--- config.mk ---
export PLATFORM = sky130hd
export DESIGN_NAME = pipe_hazard_sb
export DESIGN_NICKNAME = d
export VERILOG_FILES = /design/src/rtl/pipe_hazard_sb_pkg.sv /design/src/rtl/pipe_hazard_mdu_cnt.sv /design/src/rtl/pipe_hazard_sb.sv
export SDC_FILE = /design/constraint.sdc
export NUM_CORES = 1
export LEC_CHECK = 0
export BUFFER_PORTS_ARGS = -buffer_cell sky130_fd_sc_hd__clkbuf_2
export CAP_MARGIN = 20
export CORE_UTILIZATION = 59
export CTS_CLUSTER_SIZE = 28
export DETAILED_ROUTE_END_ITERATION = 10
export PLACE_DENSITY = 0.85
export SYNTH_ARGS = -nofsm -noshare
export SYNTH_HDL_FRONTEND = slang
export SYNTH_SLANG_ARGS = --single-unit
--- constraint.sdc ---
create_clock -name clk -period 11.7 [get_ports clk]
set_clock_uncertainty 0.15 [all_clocks]
set_input_delay 3.51 -clock clk [delete_from_list [all_inputs] [get_ports clk]]
set_output_delay 3.51 -clock clk [all_outputs]
set_load 0.02 [all_outputs]
--- src/rtl/pipe_hazard_sb_pkg.sv ---
// Shared types and constants for the pipe_hazard_sb scoreboard hazard unit:
// entry layout, Tnew/Tuse encodings, MDU latencies and fwd_sel width helpers.
package pipe_hazard_sb_pkg;

  localparam int DEF_AW       = 5;
  localparam int DEF_TW       = 3;
  localparam int DEF_MULT_LAT = 5;
  localparam int DEF_DIV_LAT  = 10;

  localparam logic [DEF_TW-1:0] TNEW_ALU    = 3'd1;
  localparam logic [DEF_TW-1:0] TNEW_LOAD   = 3'd2;
  localparam logic [DEF_TW-1:0] TNEW_JAL    = 3'd0;
  localparam logic [DEF_TW-1:0] TUSE_BRANCH = 3'd0;
  localparam logic [DEF_TW-1:0] TUSE_ALU    = 3'd1;

  // Scoreboard entry layout for the default address/Tnew widths.
  typedef struct packed {
    logic              valid;
    logic              we;
    logic [DEF_AW-1:0] dst;
    logic [DEF_TW-1:0] tnew;
  } sb_entry_t;

  function automatic int fwd_sel_w(input int nstage);
    return $clog2(nstage + 32'sd1);
  endfunction

  function automatic int max_int(input int a, input int b);
    return (a > b) ? a : b;
  endfunction

endpackage

--- src/rtl/pipe_hazard_mdu_cnt.sv ---
// Multiply/divide busy counter for pipe_hazard_sb; only present when
// PIPE_HAZARD_MDU_EN is defined.
`ifdef PIPE_HAZARD_MDU_EN
module pipe_hazard_mdu_cnt
  import pipe_hazard_sb_pkg::*;
#(
  parameter int MULT_LAT = DEF_MULT_LAT,
  parameter int DIV_LAT  = DEF_DIV_LAT
) (
  input  logic clk,
  input  logic reset_n,
  input  logic load,
  input  logic div,
  output logic busy
);

  localparam int CW = $clog2(max_int(MULT_LAT, DIV_LAT) + 32'sd1);

  logic [CW-1:0] cnt_r;

  // Load the op latency on issue, otherwise count down to zero.
  always_ff @(posedge clk or negedge reset_n) begin
    if (!reset_n) begin
      cnt_r <= '0;
    end else if (load) begin
      cnt_r <= div ? CW'(DIV_LAT) : CW'(MULT_LAT);
    end else if (cnt_r != '0) begin
      cnt_r <= cnt_r - CW'(32'sd1);
    end else begin
      cnt_r <= cnt_r;
    end
  end

  assign busy = (cnt_r != '0);

endmodule
`endif

--- src/rtl/pipe_hazard_sb.sv ---
// Scoreboard-based D-stage hazard unit: stall, forwarding selects and an
// optional MDU busy interlock (enabled by defining PIPE_HAZARD_MDU_EN).
module pipe_hazard_sb
  import pipe_hazard_sb_pkg::*;
#(
  parameter int NSTAGE   = 3,
  parameter int NSRC     = 2,
  parameter int AW       = DEF_AW,
  parameter int TW       = DEF_TW,
  parameter int MULT_LAT = DEF_MULT_LAT,
  parameter int DIV_LAT  = DEF_DIV_LAT
) (
  input  logic                                 clk,
  input  logic                                 reset_n,
  input  logic                                 d_valid,
  input  logic [NSRC*AW-1:0]                   d_src,
  input  logic [NSRC*TW-1:0]                   d_Tuse,
  input  logic                                 d_we,
  input  logic [AW-1:0]                        d_dst,
  input  logic [TW-1:0]                        d_Tnew,
  input  logic                                 d_mdu_start,
  input  logic                                 d_mdu_div,
  input  logic                                 d_mdu_use,
  output logic                                 stall,
  output logic [NSRC*fwd_sel_w(NSTAGE)-1:0]    fwd_sel,
  output logic [NSRC-1:0]                      fwd_rdy,
  output logic                                 mdu_busy
);

  localparam int FW = fwd_sel_w(NSTAGE);

  typedef struct packed {
    logic          valid;
    logic          we;
    logic [AW-1:0] dst;
    logic [TW-1:0] tnew;
  } entry_t;

  entry_t                       sb_r [NSTAGE];
  entry_t                       d_entry_s;
  logic [NSRC-1:0]              data_stall_s;
  logic [NSRC-1:0][FW-1:0]      idx_s;
  logic [NSRC-1:0][TW-1:0]      tn_s;
  logic                         mdu_stall_s;

  function automatic entry_t age(input entry_t e);
    entry_t r;
    r = e;
    r.tnew = (e.tnew != '0) ? (e.tnew - TW'(32'sd1)) : e.tnew;
    return r;
  endfunction

  // D-stage instruction as it would be recorded in entry 0.
  always_comb begin
    d_entry_s       = '0;
    d_entry_s.valid = d_valid;
    d_entry_s.we    = d_we;
    d_entry_s.dst   = d_dst;
    d_entry_s.tnew  = d_Tnew;
  end

  // Shift the scoreboard; a stall inserts a bubble behind D.
  always_ff @(posedge clk or negedge reset_n) begin
    if (!reset_n) begin
      for (int i = 0; i < NSTAGE; i++) begin
        sb_r[i] <= '0;
      end
    end else begin
      sb_r[0] <= stall ? '0 : d_entry_s;
      for (int i = 1; i < NSTAGE; i++) begin
        sb_r[i] <= age(sb_r[i-1]);
      end
    end
  end

  // Scan oldest to youngest so the youngest matching producer is kept.
  always_comb begin
    idx_s        = '0;
    tn_s         = '0;
    data_stall_s = '0;
    fwd_sel      = '0;
    fwd_rdy      = '1;
    for (int s = 0; s < NSRC; s++) begin
      for (int i = NSTAGE - 1; i >= 0; i--) begin
        idx_s[s] = (sb_r[i].valid && sb_r[i].we &&
                    (sb_r[i].dst == d_src[s*AW +: AW]) &&
                    (d_src[s*AW +: AW] != '0)) ? FW'(i + 32'sd1) : idx_s[s];
        tn_s[s]  = (idx_s[s] == FW'(i + 32'sd1)) ? sb_r[i].tnew : tn_s[s];
      end
      fwd_sel[s*FW +: FW] = idx_s[s];
      fwd_rdy[s]          = (idx_s[s] == '0) ? 1'b1 : (tn_s[s] == '0);
      data_stall_s[s]     = (idx_s[s] != '0) && (tn_s[s] > d_Tuse[s*TW +: TW]);
    end
  end

`ifdef PIPE_HAZARD_MDU_EN
  pipe_hazard_mdu_cnt #(
    .MULT_LAT (MULT_LAT),
    .DIV_LAT  (DIV_LAT)
  ) u_mdu_cnt (
    .clk     (clk),
    .reset_n (reset_n),
    .load    (!stall && d_valid && d_mdu_start),
    .div     (d_mdu_div),
    .busy    (mdu_busy)
  );

  assign mdu_stall_s = d_mdu_use & mdu_busy;
`else
  logic mdu_unused_s;

  assign mdu_unused_s = ^{d_mdu_start, d_mdu_div, d_mdu_use};
  assign mdu_stall_s  = 1'b0;
  assign mdu_busy     = 1'b0;
`endif

  assign stall = d_valid & ((|data_stall_s) | mdu_stall_s);

endmodule

==> impl_metrics.yaml <==
finish:
  final_cells: 264
  nets: 262
  layout_commonest_cell: "clkbuf_2"
  antenna_cells: 0
  largestRegisters: "sb_r (30)"
  largest_reg_flops: 30
  top_register: "sb_r"
  n_fill_cell: 238
  drive_gt1_share_pct: 25.0
  layout_common_cells: "clkbuf_2, dfrtp_1, xor2_1, inv_1, nand2_1"
  synthToLayoutAreaGrowth_pct: 14.2
  finalCoreUtilization_pct: 71.0
sta:
  tightest_slew_ps: 707
  rsz0062_at_grt: "false"
  fmax_ghz: 0.0981
  hold_viol_final: 0
  period_minus_slack_ps: 10190
  setup_viol: 0
  report.final.slew_viol_count: 0
  fin_crit_sh_pct: 87.1
  fin_tns_setup_ps: 0
  slew_headroom_pct: 52.8
critical_path:
  reg2reg_from: "sb_r[3]"
  worstSetupPathType: "input pin to output pin"
  end_kind: "output pin"
  r2r_end: "sb_r[28]"
  cp_max_fo: 10
  r2r_setup_slack_ps: 8360
  arrival_ps: 6530
  cp_data_required_time_ps: 8040
  cp-start-kind: "input pin"
  ff2ff_path_depth: 11
drt:
  drt-pass1-iter-count: 4
  dr.first_iter.drc_count: 77
  vias: 1472
  drtAntennaViolNets: 0
  routed_wl_um: 3810
  wl_per_cell_um: 14.4
  viasPerCell: 5.58
  drc: 0
clock_network:
  insertion_delay_ps: 320
  clockBufferDepth: 2
  cts_buffers: 5
  cts_resized: 0
  clkTransAtPathRegs_ps: 80
  ctsHoldBuffers: 0
  post_cts_buffers: 0
  cts-root-buf: "clkbuf_4"
  htreeDepth: 2
  cts_num_sinks: 30
  cts_tree: "done"
place:
  portBuffers: 34
  place_congestion: 0.897
  hpwl_um: 3090
  placedCellCount: 258
global_routing:
  first_global_vias: 1380
  track_usage_pct: 25.6
  grt_antenna_before_repair: 0
  grt_pass1_wl_um: 6380
  grt_max_degree: 31
  grt_overflow: 0
pwr:
  ir_drop_mv: 0.0882
  power.total_uw: 217
  power_density_nw_per_um2: 100
  p_leak_uw: 0.000996
die:
  die_area_um2: 3450
  die_x_um: 58.7
  die_height_um: 58.7
  rows: 20
  initial_utilization_pct: 62.2
  coreArea_um2: 3050
  io_pins: 39
min_path:
  min_to: "sb_r[19]"
  min_from: "sb_r[29]"
  hold_depth: 0
  hold_class: "register to register"
yosys:
  synth-seq-cells: 30
  synth-seq-area-share_pct: 39.6
  synth_top_family_by_area: "simple AND/OR/NAND/NOR gates"
  synthDistinctLibCells: 37
  yosys_warnings: 0
  syn_area_um2: 1900
  synth-main-ff-cell: "dfrtp_1"
  syn_avg_cell_area_um2: 10.5
  netlist_instances: 181
  synth-compound-area-share_pct: 14.4
  synth-xor-area-share_pct: 12.9
  synth_fa_ha_area_share_pct: 6.59
  async_flop_share_pct: 100
  synthMuxAreaShare_pct: 0.593
  yosys.area_share.simple_pct: 22.0
  synth_edf_count: 0
  syn_nets: 222
outcome:
  status: "finished, final reports clean"
job:
  cap_violations: 0
-- layer usage --
metal	share of wire [%]	up-vias	track usage [%]
met1	46	692	35.0
li1	-	723	-
met5	0	-	0
met2	46	50	39.4
met3	5.2	7	5.05
met4	1.9	0	11.9
-- worst max-delay path, cell delays in order --
cell      delay, ps
clkbuf_2        120
inv_1           100
a221oi_2        270
nand4_1         330
o311ai_0        490
and2_1          200
ha_1            230
nor2b_1         130
o21a_1          150
o21ai_0         400
a311oi_4        160
or2_1           270
clkbuf_2        160
-- logic make-up after synthesis --
logic type      after synthesis
simple gates                 64
fa+ha+maj                    10
other cells                   1
flops                        30
xor+xnor                     28
buf+inv                      18
mux                           1
compound gates               29
-- Yosys cell counts (3+ instances only) --
cell type / n / area, µm²
and2_1: 6 / 37.5
dfrtp_1: 30 / 751
ha_1: 10 / 125
inv_1: 17 / 63.8
nand2_1: 11 / 41.3
nand2b_1: 3 / 18.8
nand3_1: 9 / 45.0
nand4_1: 3 / 18.8
nor2_1: 9 / 33.8
nor3b_1: 9 / 67.6
nor4_4: 3 / 63.8
o21ai_0: 5 / 25.0
o311ai_0: 5 / 43.8
xnor2_1: 4 / 35.0
xor2_1: 24 / 210
-- area by class of cell --
cell class | instances | area [µm²] | share of cell area (%)
Multi-Input combinational cell | 133 | 1080 | 49.7
Sequential cell | 30 | 751 | 34.6
Timing Repair Buffer | 34 | 170 | 7.85
Tap cell | 44 | 55.1 | 2.54
Inverter | 17 | 63.8 | 2.94
Clock buffer | 6 | 51.3 | 2.37
-- where the power goes --
group	leakage, µW	switching [µW]	internal, µW
sequential	0.000350	5.77	111
clock	0.0000302	32.4	27.0
combinational	0.000616	24.2	16.6
-- worst max-delay path by stage --
stage | start | endpoint | slack, ps | cells after the start
3_3_place_gp | d_src[8] | stall | 1570 | 13
2_1_floorplan | d_src[5] | stall | 2090 | 11
3_5_place_dp | d_src[1] | stall | 1520 | 13
4_1_cts | d_src[1] | stall | 1520 | 13
6_report | d_src[1] | stall | 1510 | 13
5_1_grt | d_src[1] | stall | 1240 | 13
-- metrics by stage --
step	worst slack, ps	hold slack, ps	cell area (µm²)
floorplan	2090	204	1900
global placement	1570	207	2120
global route	1240	246	2170
finish	1510	232	2170
detailed placement	1520	213	2120
CTS	1520	231	2170
(Power assumes the default switching activity.)
